## src/rtl/pingpong_pkg.sv

```systemverilog
// Shared constants for the ping-pong buffer: default geometry and the
// encoding of the per-bank status bit.
package pingpong_pkg;

  localparam int DEF_DATA_WIDTH = 32;
  localparam int DEF_ADDR_WIDTH = 4;
  localparam int DEF_DEPTH      = 16;

  localparam int NUM_BANKS      = 2;
  localparam int NUM_RD_PORTS   = 2;

  localparam logic BANK_EMPTY   = 1'b0;
  localparam logic BANK_FULL    = 1'b1;

endpackage

```

## src/rtl/pingpong_buf_bank.sv

```systemverilog
// One storage bank: a single write port and two independent registered read
// ports. Only the read registers are reset; the array itself keeps its data.
module pingpong_buf_bank
  import pingpong_pkg::*;
#(
  parameter int DATA_WIDTH = DEF_DATA_WIDTH,
  parameter int ADDR_WIDTH = DEF_ADDR_WIDTH,
  parameter int DEPTH      = DEF_DEPTH
) (
  input  logic                                      clk_i,
  input  logic                                      srst_i,
  input  logic                                      we_i,
  input  logic [ADDR_WIDTH-1:0]                     waddr_i,
  input  logic [DATA_WIDTH-1:0]                     wdata_i,
  input  logic [NUM_RD_PORTS-1:0]                   re_i,
  input  logic [NUM_RD_PORTS-1:0][ADDR_WIDTH-1:0]   raddr_i,
  output logic [NUM_RD_PORTS-1:0][DATA_WIDTH-1:0]   rdata_o
);

  logic [DATA_WIDTH-1:0] mem_q [DEPTH];

  always_ff @(posedge clk_i) begin
    if (we_i) begin
      mem_q[waddr_i] <= wdata_i;
    end
  end

  for (genvar gi = 0; gi < NUM_RD_PORTS; gi++) begin : g_rd
    logic [DATA_WIDTH-1:0] rdata_q;

    always_ff @(posedge clk_i) begin
      if (srst_i) begin
        rdata_q <= '0;
      end else if (re_i[gi]) begin
        rdata_q <= mem_q[raddr_i[gi]];
      end
    end

    assign rdata_o[gi] = rdata_q;
  end

endmodule

```

## src/rtl/pingpong_buf.sv

```systemverilog
// Two-bank ping-pong buffer: the producer fills bank[iptr] and commits it,
// the consumer reads bank[tptr] over two read ports and releases it.
module pingpong_buf
  import pingpong_pkg::*;
#(
  parameter int DATA_WIDTH = DEF_DATA_WIDTH,
  parameter int ADDR_WIDTH = DEF_ADDR_WIDTH,
  parameter int DEPTH      = DEF_DEPTH
) (
  input  logic                  ap_clk,
  input  logic                  ap_rst,
  input  logic [ADDR_WIDTH-1:0] i_address0,
  input  logic                  i_ce0,
  input  logic                  i_we0,
  input  logic [DATA_WIDTH-1:0] i_d0,
  input  logic                  i_write,
  output logic                  i_full_n,
  input  logic [ADDR_WIDTH-1:0] t_address0,
  input  logic                  t_ce0,
  output logic [DATA_WIDTH-1:0] t_q0,
  input  logic [ADDR_WIDTH-1:0] t_address1,
  input  logic                  t_ce1,
  output logic [DATA_WIDTH-1:0] t_q1,
  input  logic                  t_read,
  output logic                  t_empty_n
);

  logic                    iptr_q, iptr_d;
  logic                    tptr_q, tptr_d;
  logic [NUM_BANKS-1:0]    status_q, status_d;
  // Bank that fed each read register last; keeps t_qN stable across a
  // tptr toggle that happens after the read was issued.
  logic [NUM_RD_PORTS-1:0] rsel_q, rsel_d;

  logic                    commit_ok;
  logic                    release_ok;
  logic                    wr_ok;
  logic [NUM_RD_PORTS-1:0] rd_en;
  logic [NUM_RD_PORTS-1:0][ADDR_WIDTH-1:0] rd_addr;
  logic [NUM_BANKS-1:0][NUM_RD_PORTS-1:0][DATA_WIDTH-1:0] bank_rdata;

  assign i_full_n   = (status_q[iptr_q] == BANK_EMPTY);
  assign t_empty_n  = (status_q[tptr_q] == BANK_FULL);
  assign commit_ok  = i_write & i_full_n;
  assign release_ok = t_read & t_empty_n;
  assign wr_ok      = i_ce0 & i_we0 & i_full_n;
  assign rd_en      = {t_ce1, t_ce0};
  assign rd_addr    = {t_address1, t_address0};

  // A commit needs an empty iptr bank and a release a full tptr bank, so the
  // two never target the same bank and can be applied together.
  always_comb begin
    iptr_d   = iptr_q;
    tptr_d   = tptr_q;
    status_d = status_q;
    rsel_d   = rsel_q;
    if (commit_ok) begin
      status_d[iptr_q] = BANK_FULL;
      iptr_d           = ~iptr_q;
    end
    if (release_ok) begin
      status_d[tptr_q] = BANK_EMPTY;
      tptr_d           = ~tptr_q;
    end
    for (int p = 0; p < NUM_RD_PORTS; p++) begin
      if (rd_en[p]) begin
        rsel_d[p] = tptr_q;
      end
    end
  end

  always_ff @(posedge ap_clk) begin
    if (ap_rst) begin
      iptr_q   <= 1'b0;
      tptr_q   <= 1'b0;
      status_q <= {NUM_BANKS{BANK_EMPTY}};
      rsel_q   <= '0;
    end else begin
      iptr_q   <= iptr_d;
      tptr_q   <= tptr_d;
      status_q <= status_d;
      rsel_q   <= rsel_d;
    end
  end

  for (genvar gi = 0; gi < NUM_BANKS; gi++) begin : g_bank
    pingpong_buf_bank #(
      .DATA_WIDTH (DATA_WIDTH),
      .ADDR_WIDTH (ADDR_WIDTH),
      .DEPTH      (DEPTH)
    ) u_bank (
      .clk_i   (ap_clk),
      .srst_i  (ap_rst),
      .we_i    (wr_ok & (iptr_q == 1'(gi))),
      .waddr_i (i_address0),
      .wdata_i (i_d0),
      .re_i    (rd_en & {NUM_RD_PORTS{tptr_q == 1'(gi)}}),
      .raddr_i (rd_addr),
      .rdata_o (bank_rdata[gi])
    );
  end

  assign t_q0 = bank_rdata[rsel_q[0]][0];
  assign t_q1 = bank_rdata[rsel_q[1]][1];

endmodule

```

## config.mk

```make
export PLATFORM = sky130hd
export DESIGN_NAME = pingpong_buf
export DESIGN_NICKNAME = d
export VERILOG_FILES = /design/src/rtl/pingpong_pkg.sv /design/src/rtl/pingpong_buf_bank.sv /design/src/rtl/pingpong_buf.sv
export SDC_FILE = /design/constraint.sdc
export NUM_CORES = 2
export LEC_CHECK = 0
export CAP_MARGIN = 40
export CORE_ASPECT_RATIO = 0.9
export CORE_MARGIN = 2
export CORE_UTILIZATION = 30
export CTS_CLUSTER_SIZE = 24
export DETAILED_ROUTE_END_ITERATION = 7
export PLACE_DENSITY_LB_ADDON = 0.2
export SLEW_MARGIN = 20
export SYNTH_ARGS = -nofsm -noshare
export SYNTH_HDL_FRONTEND = slang
export SYNTH_SLANG_ARGS = --single-unit
```

## constraint.sdc

```tcl
create_clock -name ap_clk -period 9.4 [get_ports ap_clk]
set_clock_uncertainty 0.1 [all_clocks]
set_input_delay 1.88 -clock ap_clk [delete_from_list [all_inputs] [get_ports ap_clk]]
set_output_delay 1.88 -clock ap_clk [all_outputs]
set_load 0.02 [all_outputs]
```

==> flow_metrics.tcl <==
set metrics [dict create \
    status "completed" \
    die_area_um2 180000 \
    maxCapViolCount 0 \
    place_hpwl_um 102000 \
    grt_busiest_layer "met2" \
    grtUsageMet3 0.0258 \
    first_global_vias 34465 \
    syn_area_per_cell_um2 13.6 \
    drt_iter0_markers 2962 \
    final_layout_size_suffix_gt1_frac 0.118 \
    tightest_slew_ns 1.12 \
    syn_nets 3951 \
    synth-xor-area-share 0 \
    cts_resized 0 \
    grt_use_total 0.205 \
    fp.dieW_um 447 \
    grt_max_degree 129 \
    synth_warnings 0 \
    fmax_ghz 0.207 \
    switchingPower_uw 2740 \
    start_util 0.302 \
    fin_nets 4051 \
    clockRootBuffer "clkbuf_16" \
    grt_pass1_wl_um 264000 \
    power_frac_comb 0.084 \
    wire_per_inst_um 29.0 \
    drc 0 \
    power_density_nw_per_um2 184 \
    syn_to_final_growth_pct 17.5 \
    synth_top_family_by_area "multiplexers" \
    synthCells 3899 \
    required_ns 7.42 \
    peakVddDrop_uv 149 \
    period_needed_ns 4.83 \
    synth_mux_area_frac 0.208 \
    synth_adder_area_share 0 \
    ys_dominant_reg_cell "edfxtp_1" \
    cts_tree "done" \
    postCtsSetupRepairBufs 0 \
    setup_viol 0 \
    p_clk_frac 0.418 \
    clk_latency_ns 0.74 \
    hold_class "reg2reg" \
    setup.worst_path.end_class "primary output" \
    start_kind "flop" \
    ys_async_sr_fraction 0 \
    yosysUniqueCellTypes 32 \
    clk_pin_slew_ns 0.06 \
    drv_slew 0 \
    met1_usage 0.282 \
    drtAntennaViolNets 0 \
    rows 146 \
    clockBufferDepth 3 \
    final_common_cell "mux2i_1" \
    cts_buffers 120 \
    path_class "reg2out" \
    p_leak_uw 0.0226 \
    grt_use_met2 0.341 \
    synth_compound_area_frac 0.0643 \
    fin_hold_ws_ns 0.350 \
    port_buffers 117 \
    internal_power_uw 8720 \
    ys_seq_elements 1158 \
    design.core.area_um2 176000 \
    nFillCells 16904 \
    first_pass_iters 5 \
    slew_headroom 0.255 \
    antenna_found_initial 15 \
    ios 118 \
    critPathMaxFanout 20 \
    vias 34323 \
    syn_area_um2 52900 \
    gp_congestion 0.747 \
    yosys.area_share.simple 0.0712 \
    ctsHtreeMaxLevel 3 \
    yosysSeqAreaShare 0.632 \
    fin_crit_sh 0.514 \
    tns_ns 0 \
    synth_edf_count 1024 \
    drt_wl_total_um 187000 \
    overflow 0 \
    power_frac_seq 0.497 \
    final-hold-violation-count 0 \
    viasPerCell 5.30 \
    holdBufCountCts 0 \
    die_y_um 403 \
    worstPathArrival_ns 2.85 \
    clkSinkCount 1158 \
    rsz0062_at_grt "no" \
    swShare 0.239 \
    mostFrequentLayoutCells "mux2i_1 (1027), edfxtp_1 (1024), nand2_1 (391), nand3_1 (386), a22oi_1 (256)" \
]
layer usage:
metal | wire length [um] | part of all wire
met3 | 8630 | 0.046
met1 | 84100 | 0.45
met4 | 5010 | 0.027
met5 | 8 | 0.000043
met2 | 89700 | 0.48
path summary, 6_finish.rpt:
check                                                   start                                                to  slack, ns  cells past startpoint
min reg2reg  g_bank[1].u_bank.g_rd[1].rdata_q[2]$_SDFFE_PP0P_  g_bank[1].u_bank.g_rd[1].rdata_q[2]$_SDFFE_PP0P_       0.35                      2
max                                    rsel_q[0]$_SDFFE_PP0P_                                          t_q0[22]       4.57                      3
min          g_bank[1].u_bank.g_rd[1].rdata_q[2]$_SDFFE_PP0P_  g_bank[1].u_bank.g_rd[1].rdata_q[2]$_SDFFE_PP0P_       0.35                      2
max reg2reg                               iptr_q$_SDFFE_PP0N_           g_bank[1].u_bank.mem_q[6][29]$_DFFE_PP_       6.22                      4
worst max-delay path: stages, from the launching register on:
cell	delay (ns)
dfxtp_4	0.71
buf_12	0.28
mux2_2	0.45
clkdlybuf4s50_1	0.59
Yosys cell counts (4+ instances only):
cell type | n | area (um^2)
nand2b_1 | 4 | 25.0
mux2_2 | 65 | 732
a22oi_1 | 256 | 1920
mux2i_1 | 1027 | 10300
buf_2 | 111 | 556
nand2_1 | 391 | 1470
dfxtp_1 | 134 | 2680
buf_6 | 7 | 78.8
edfxtp_1 | 1024 | 30700
nor2b_1 | 6 | 37.5
a21oi_1 | 220 | 1100
a21oi_2 | 41 | 359
clkbuf_1 | 140 | 526
nor3_1 | 10 | 50.1
nand3_1 | 386 | 1930
nor2_1 | 32 | 120
buf_4 | 9 | 67.6
buf_1 | 10 | 37.5
nand4bb_1 | 4 | 45.0
flip-flops by register name, indices dropped and copies added (netlist names):
register	count
g_bank.u_bank.g_rd.rdata_q	128
g_bank.u_bank.mem_q	1024
iptr_q	1
rsel_q	2
status_q	2
tptr_q	1
power groups by stage:
| stage | sequential, uW | combinational (uW) | clock, uW |
|---|---|---|---|
| 3_3_place_gp | 5820 | 921 | 0 |
| 4_1_cts | 5700 | 969 | 4880 |
| 6_report | 5700 | 968 | 4790 |
| 2_1_floorplan | 5780 | 529 | 0 |
| 5_1_grt | 5700 | 1020 | 5080 |
| 3_5_place_dp | 5810 | 966 | 0 |
per-stage QoR:
step / util / total power [uW] / setup WS, ns / std cells / cell area [um^2]
floorplan: - / 6310 / 3.89 / 3899 / 52900
global placement: 0.324 / 6740 / 4.17 / 6174 / 56800
detailed placement: 0.332 / 6770 / 4.27 / 6242 / 58300
CTS: 0.354 / 11500 / 4.48 / 6466 / 62200
global route: 0.354 / 11800 / 4.50 / 6470 / 62200
finish: 0.354 / 11500 / 4.57 / 6471 / 62200
area by class of cell:
| class | instances | area, um^2 | area share |
|---|---|---|---|
| sequential | 1158 | 33400 | 0.537 |
| multi-input combinational | 2457 | 18600 | 0.299 |
| clock buffer | 168 | 3380 | 0.0544 |
| timing repair buffer | 261 | 3350 | 0.0538 |
| tap | 2368 | 2960 | 0.0476 |
| clock inverter | 56 | 500 | 0.00804 |
| antenna | 2 | 5.00 | 0.0000804 |
| inverter | 1 | 3.75 | 0.0000603 |
kinds of logic after synthesis:
| family | Yosys count |
|---|---|
| flip-flops | 1158 |
| multiplexers | 1092 |
| AND/OR/NAND/NOR | 845 |
| AO/OA/AOI/OAI | 520 |
| buffers and inverters | 284 |
Power figures use the tool's default switching activity.
